<file path="config.mk">
export PLATFORM = sky130hd
export DESIGN_NAME = mem_port_arbiter
export DESIGN_NICKNAME = d
export VERILOG_FILES = /design/src/rtl/mem_port_arbiter.sv
export SDC_FILE = /design/constraint.sdc
export NUM_CORES = 1
export LEC_CHECK = 0
export BUFFER_PORTS_ARGS = -buffer_cell sky130_fd_sc_hd__buf_2
export CORE_MARGIN = 3
export CORE_UTILIZATION = 41
export DETAILED_ROUTE_END_ITERATION = 10
export GPL_TIMING_DRIVEN = 0
export PLACE_DENSITY = 0.82
export SETUP_SLACK_MARGIN = 0.5
export SYNTH_ARGS = -nofsm -noshare
export SYNTH_HDL_FRONTEND = slang
export SYNTH_SLANG_ARGS = --single-unit
</file>
<file path="constraint.sdc">
create_clock -name clk -period 1.5 [get_ports clk]
set_input_delay 0.15 -clock clk [delete_from_list [all_inputs] [get_ports clk]]
set_output_delay 0.15 -clock clk [all_outputs]
set_load 0.02 [all_outputs]
</file>
<file path="src/rtl/mem_port_arbiter.sv">
// Arbitrates one shared memory between the CPU control path and a DMA/loader port, one access at a time.
// Optional feature: define ARB_ROUND_ROBIN_EN for round-robin tie-breaking instead of fixed CPU priority.
module mem_port_arbiter #(
    parameter int unsigned ADDR_W  = 32,
    parameter int unsigned DATA_W  = 32,
    parameter int unsigned MEM_LAT = 2
) (
    input  logic              clk,
    input  logic              reset,
    input  logic              cpu_req,
    input  logic              cpu_we,
    input  logic [ADDR_W-1:0] cpu_addr,
    input  logic [DATA_W-1:0] cpu_wdata,
    output logic [DATA_W-1:0] cpu_rdata,
    output logic              cpu_ack,
    output logic              cpu_stall,
    input  logic              dma_req,
    input  logic              dma_we,
    input  logic [ADDR_W-1:0] dma_addr,
    input  logic [DATA_W-1:0] dma_wdata,
    output logic [DATA_W-1:0] dma_rdata,
    output logic              dma_ack,
    output logic              mem_en,
    output logic              mem_we,
    output logic [ADDR_W-1:0] mem_addr,
    output logic [DATA_W-1:0] mem_wdata,
    input  logic [DATA_W-1:0] mem_rdata,
    output logic [1:0]        owner
);

    localparam int unsigned      CNT_W    = 4;
    localparam logic [CNT_W-1:0] CNT_INIT = CNT_W'(MEM_LAT - 1);
    localparam logic [1:0]       OWN_NONE = 2'b00;
    localparam logic [1:0]       OWN_CPU  = 2'b01;
    localparam logic [1:0]       OWN_DMA  = 2'b10;

    generate
        if ((MEM_LAT == 0) || (MEM_LAT > 15)) begin : g_bad_mem_lat
            $error("mem_port_arbiter: MEM_LAT must be in 1..15");
        end
    endgenerate

    typedef enum logic [1:0] {
        ST_IDLE   = 2'd0,
        ST_ACCESS = 2'd1,
        ST_RESP   = 2'd2
    } state_t;

    state_t            state_q, state_d;
    logic [CNT_W-1:0]  cnt_q, cnt_d;
    logic [1:0]        owner_q, owner_d;
    logic              we_q, we_d;
    logic [ADDR_W-1:0] mem_addr_q, mem_addr_d;
    logic [DATA_W-1:0] mem_wdata_q, mem_wdata_d;
    logic [DATA_W-1:0] cpu_rdata_q, cpu_rdata_d;
    logic [DATA_W-1:0] dma_rdata_q, dma_rdata_d;
    logic              cpu_ack_q, cpu_ack_d;
    logic              dma_ack_q, dma_ack_d;
    logic              mem_en_q, mem_en_d;
    logic              mem_we_q, mem_we_d;
    logic              pick_dma;

`ifdef ARB_ROUND_ROBIN_EN
    logic [1:0] last_owner_q, last_owner_d;

    // On a tie the port not served last wins; a lone requester always wins.
    assign pick_dma = dma_req && (!cpu_req || (last_owner_q == OWN_CPU));
`else
    assign pick_dma = dma_req && !cpu_req;
`endif

    // Next-state, capture and registered-output logic.
    always_comb begin
        state_d     = state_q;
        cnt_d       = cnt_q;
        owner_d     = owner_q;
        we_d        = we_q;
        mem_addr_d  = mem_addr_q;
        mem_wdata_d = mem_wdata_q;
        cpu_rdata_d = cpu_rdata_q;
        dma_rdata_d = dma_rdata_q;
`ifdef ARB_ROUND_ROBIN_EN
        last_owner_d = last_owner_q;
`endif
        case (state_q)
            ST_IDLE: begin
                owner_d = OWN_NONE;
                if (cpu_req || dma_req) begin
                    state_d = ST_ACCESS;
                    cnt_d   = CNT_INIT;
                    if (pick_dma) begin
                        owner_d     = OWN_DMA;
                        we_d        = dma_we;
                        mem_addr_d  = dma_addr;
                        mem_wdata_d = dma_wdata;
                    end else begin
                        owner_d     = OWN_CPU;
                        we_d        = cpu_we;
                        mem_addr_d  = cpu_addr;
                        mem_wdata_d = cpu_wdata;
                    end
`ifdef ARB_ROUND_ROBIN_EN
                    last_owner_d = owner_d;
`endif
                end
            end
            ST_ACCESS: begin
                if (cnt_q != '0) begin
                    cnt_d = cnt_q - CNT_W'(1);
                end else begin
                    state_d = ST_RESP;
                    if (!we_q) begin
                        if (owner_q == OWN_DMA) dma_rdata_d = mem_rdata;
                        else                    cpu_rdata_d = mem_rdata;
                    end
                end
            end
            ST_RESP: begin
                state_d = ST_IDLE;
                owner_d = OWN_NONE;
            end
            default: begin
                state_d = ST_IDLE;
                owner_d = OWN_NONE;
            end
        endcase

        // Outputs are registered, so they are derived from the state being entered.
        mem_en_d  = (state_d == ST_ACCESS);
        mem_we_d  = mem_en_d && (cnt_d == '0) && we_d;
        cpu_ack_d = (state_d == ST_RESP) && (owner_d == OWN_CPU);
        dma_ack_d = (state_d == ST_RESP) && (owner_d == OWN_DMA);
    end

    always_ff @(posedge clk) begin
        if (reset) begin
            state_q     <= ST_IDLE;
            cnt_q       <= '0;
            owner_q     <= OWN_NONE;
            we_q        <= 1'b0;
            mem_addr_q  <= '0;
            mem_wdata_q <= '0;
            cpu_rdata_q <= '0;
            dma_rdata_q <= '0;
            cpu_ack_q   <= 1'b0;
            dma_ack_q   <= 1'b0;
            mem_en_q    <= 1'b0;
            mem_we_q    <= 1'b0;
`ifdef ARB_ROUND_ROBIN_EN
            last_owner_q <= OWN_DMA;
`endif
        end else begin
            state_q     <= state_d;
            cnt_q       <= cnt_d;
            owner_q     <= owner_d;
            we_q        <= we_d;
            mem_addr_q  <= mem_addr_d;
            mem_wdata_q <= mem_wdata_d;
            cpu_rdata_q <= cpu_rdata_d;
            dma_rdata_q <= dma_rdata_d;
            cpu_ack_q   <= cpu_ack_d;
            dma_ack_q   <= dma_ack_d;
            mem_en_q    <= mem_en_d;
            mem_we_q    <= mem_we_d;
`ifdef ARB_ROUND_ROBIN_EN
            last_owner_q <= last_owner_d;
`endif
        end
    end

    assign cpu_rdata = cpu_rdata_q;
    assign cpu_ack   = cpu_ack_q;
    assign cpu_stall = cpu_req && !cpu_ack_q;
    assign dma_rdata = dma_rdata_q;
    assign dma_ack   = dma_ack_q;
    assign mem_en    = mem_en_q;
    assign mem_we    = mem_we_q;
    assign mem_addr  = mem_addr_q;
    assign mem_wdata = mem_wdata_q;
    assign owner     = owner_q;

endmodule
</file>
==> summary.md <==
| Metric | Value |
|---|---|
| Max Transition Viols Final | 0 |
| Maxcap violations | 0 |
| Ports | 301 |
| Setup_tns | -3.12 ns |
| Wire per inst | ~21 µm |
| Fillcell total | between 600 and 700 |
| Core box area | around 0.014 mm² |
| Top layer reached by signal wires | met4 |
| CTS tree | done |
| Total wire length | approximately 27 mm |
| Cts bufs inserted | 17 |
| Initial DRC Count | around 430 |
| Yosys cell types | 39 |
| Syn nets | 799 |
| Unrepaired setup endpoints after global routing | yes |
| Cell with the largest stage delay on the worst path | dfxtp_4 |
| Skew-Pair Late Insertion Delay | 0.42 ns |
| H-tree depth | 4 |
| Worst setup margin | -0.126 ns |
| Drt pass-1 iters | 5 |
| Most common cell in the netlist | dfxtp_1 |
| Tmin final | ~1.6 ns |
| Hold WS | 0.0678 ns |
| Vias/cell | about 5.5 |
| Placed Cells | between 1k and 1.5k |
| Clk pin slew, worst setup/hold paths | about 0.06 ns |
| First-pass GRT wire length | about 32 mm |
| Rel. slew slack | 40.4% |
| Yosys warns | 0 |
| Failing checks | negative setup slack |
| Largest net degree at the start of global routing | 17 |
| Startpoint types | register |
| M1 wire length | just under 10 mm |
| Arrival time worst endpoint | just under 2 ns |
| Final Non-Filler Cells | around 1.3k |
| FMAX | roughly 0.61 GHz |
| Post-synth EDFFs | 0 |
| CP Data Required Time | around 1.8 ns |
| Worst path cell trace | inv_4 > ha_4 > and3b_2 > and3_4 > buf_12 > clkbuf_16 > nand2_1 > a21oi_1 |
| Synth area leader | dfxtp_1 |
| Buf/Inv on CP | 3 |
| Worst r2r src | cnt_q[0] |
| Post-layout net count | around 1.2k |
| Area added between synthesis and finish | 98.6% |
| Die ar. | approximately 0.015 mm² |
| Kind of critical path | register to register |
| Mapped Cells | ~630 |
| Residual DRC | 0 |
| Ys flop type | dfxtp_1 |
| WHS Path Cells | 3 |
| Die height | about 120 µm |
| Final ANT Viol Nets | 0 |
| CP top delay family | simple AND/OR/NAND/NOR gates |
| Ys async rst share | 0% |
| Leakage power | 4.86 nW |
| Clk sinks | between 100 and 150 |
| Tcrit/Tclk final | 108% |
| Worst min path class | input pin to register |
| Syn avg cell area | 9.11 µm² |
| Final Util | around 85% |
| CTS Buffer Depth | 2 |
| Peak VDD IR | between 0.9 and 1 mV |
| R2R cell count | 8 |
| Worst-Margin Slew | just under 0.9 ns |
| Hold endpoint | mem_addr[23] |
| Final setup viols | 67 |
| Ranking of synthesized cells by area | dfxtp_1, mux2i_1, nand2_1, a211oi_1, a21oi_1 |
| Die width | ~120 µm |
| Overflow after GRT | 0 |
| Post-DP HPWL | 14.0 mm |
| Worst-path fanout max | 8 |
| Power Density | about 1200 mW/mm² |
| Outcome | finished, violations left |
| Initial Util | between 40 and 50% |
| Port bufs | about 300 |
| Most common library cells after synthesis | dfxtp_1, nand2_1, nor2_1 |
| Share of cells above drive strength 1 | between 60 and 70% |
| Flop-to-flop setup slack | -0.13 ns |
| Post-synth top area share | approximately half |
| FF-to-FF End | dma_rdata[18] |
| Hold wc startpoint | cpu_addr[23] |
| Initial antenna violation count | 1 |
| Seq cells post-synth | ~140 |
| Row count | 42 |
| Via count | 6892 |
| Met3 wire len | around 1.5 mm |
| Gpl congestion | 0.963 |
| Worst setup EP type | register |
| Seq/Total Area, Yosys | between 40 and 50% |
| Mapped Area | about 0.0058 mm² |
| Crit-path max cell delay | ~0.35 ns |
| Vias in the first global route | between 6k and 7k |
| Clock root cell | clkbuf_16 |
| Final hold violations | 0 |
| Layout Skew | 0.0123 ns |
| Met2 WL | between 10 and 15 mm |
| Global-route usage over all layers | roughly a quarter |
## worst max path at each step
stage / startpoint / endpoint / slack (ns) / cells after the start
5_1_grt: cnt_q[0] / dma_rdata[11] / -0.17 / 8
3_3_place_gp: cnt_q[0] / cpu_rdata[12] / -0.05 / 7
3_5_place_dp: cnt_q[0] / cpu_rdata[18] / -0.11 / 7
4_1_cts: cnt_q[1] / dma_rdata[20] / 0.02 / 8
6_report: cnt_q[0] / dma_rdata[18] / -0.13 / 8
2_1_floorplan: cnt_q[0] / dma_rdata[10] / 0.13 / 8
## area by class of cell
type | instances | area, µm² | share of cell area [%]
clock buffer | 20 | 467 | 4.08
inverter | 4 | 17.5 | 0.153
antenna | 1 | 2.50 | 0.0219
sequential | 141 | 2970 | 26.0
timing repair buffer | 423 | 3660 | 32.1
buffer | 50 | 571 | 4.99
clock inverter | 12 | 136 | 1.19
tap | 176 | 220 | 1.93
multi-input combinational | 437 | 3380 | 29.6
## placed cells by master, fill, tap and decap left out, types with 2 or more instances in the layout
cell and instances:
a211oi_1 6, a211oi_2 59, a21oi_1 30, a21oi_2 37
a31oi_1 2, buf_12 16, buf_16 7, buf_2 179
buf_4 73, buf_6 127, buf_8 13, bufinv_16 2
clkbuf_1 15, clkbuf_16 28, clkbuf_8 3, clkinv_4 3
clkinvlp_4 4, dfxtp_1 38, dfxtp_2 97, dfxtp_4 6
dlygate4sd3_1 32, inv_1 2, inv_4 2, mux2i_1 64
nand2_1 93, nand2_2 29, nand2_4 9, nand2b_1 3
nand3_2 2, nand3b_1 3, nor2_1 35, nor2_2 20
nor2_4 18, nor2b_1 2, nor3_1 2, nor3_4 2
or3_1 2
## tightest hold or removal path: stages
cell	delay, ns
buf_2	0.09
mux2i_1	0.12
a211oi_1	0.08
## where the power goes
group,total (W),switching [W],internal (W)
Sequential,0.00449,0.000313,0.00417
Combinational,0.00471,0.00225,0.00246
Clock,0.00433,0.00173,0.00259
## through the flow
step / instance area [µm²] / total power, W / worst slack [ns]
2_1_floorplan: 6020 / 0.00610 / 0.130
3_3_place_gp: 7740 / 0.00696 / -0.0482
3_5_place_dp: 7740 / 0.00701 / -0.110
4_1_cts: 9240 / 0.0119 / 0.0159
5_1_grt: 11400 / 0.0140 / -0.168
6_report: 11400 / 0.0135 / -0.126
## cell families after synthesis
family | synth area share (%)
buf+inv | 5.80
mux | 11.3
fa+ha+maj | 0.217
simple gates | 16.8
flops | 49.0
xor+xnor | 0.152
compound gates | 16.6
## layer usage
| layer | track usage, % | up-vias |
|---|---|---|
| li1 | - | 3070 |
| met1 | 29.9 | 3335 |
| met2 | 45.2 | 349 |
| met3 | 6.43 | 138 |
| met4 | 10.9 | 0 |
| met5 | 0 | - |
## registers in the layout, summed over array words and instances (netlist names)
name,cells
cpu_rdata,32
state_q,2
mem_wdata,32
mem_addr,32
cpu_ack,1
dma_rdata,32
cnt_q,4
owner,2
mem_en,1
we_q,1
mem_we,1
dma_ack,1
## what timing repair did
item,4_1_cts,5_1_grt
resized for setup,62,504
cloned,9,10
hold buffers,32,0
setup buffers,15,58
endpoints found under the hold margin,61,0
setup endpoints to repair,274,275
pin swaps,15,64
Power figures use the tool's default switching activity.
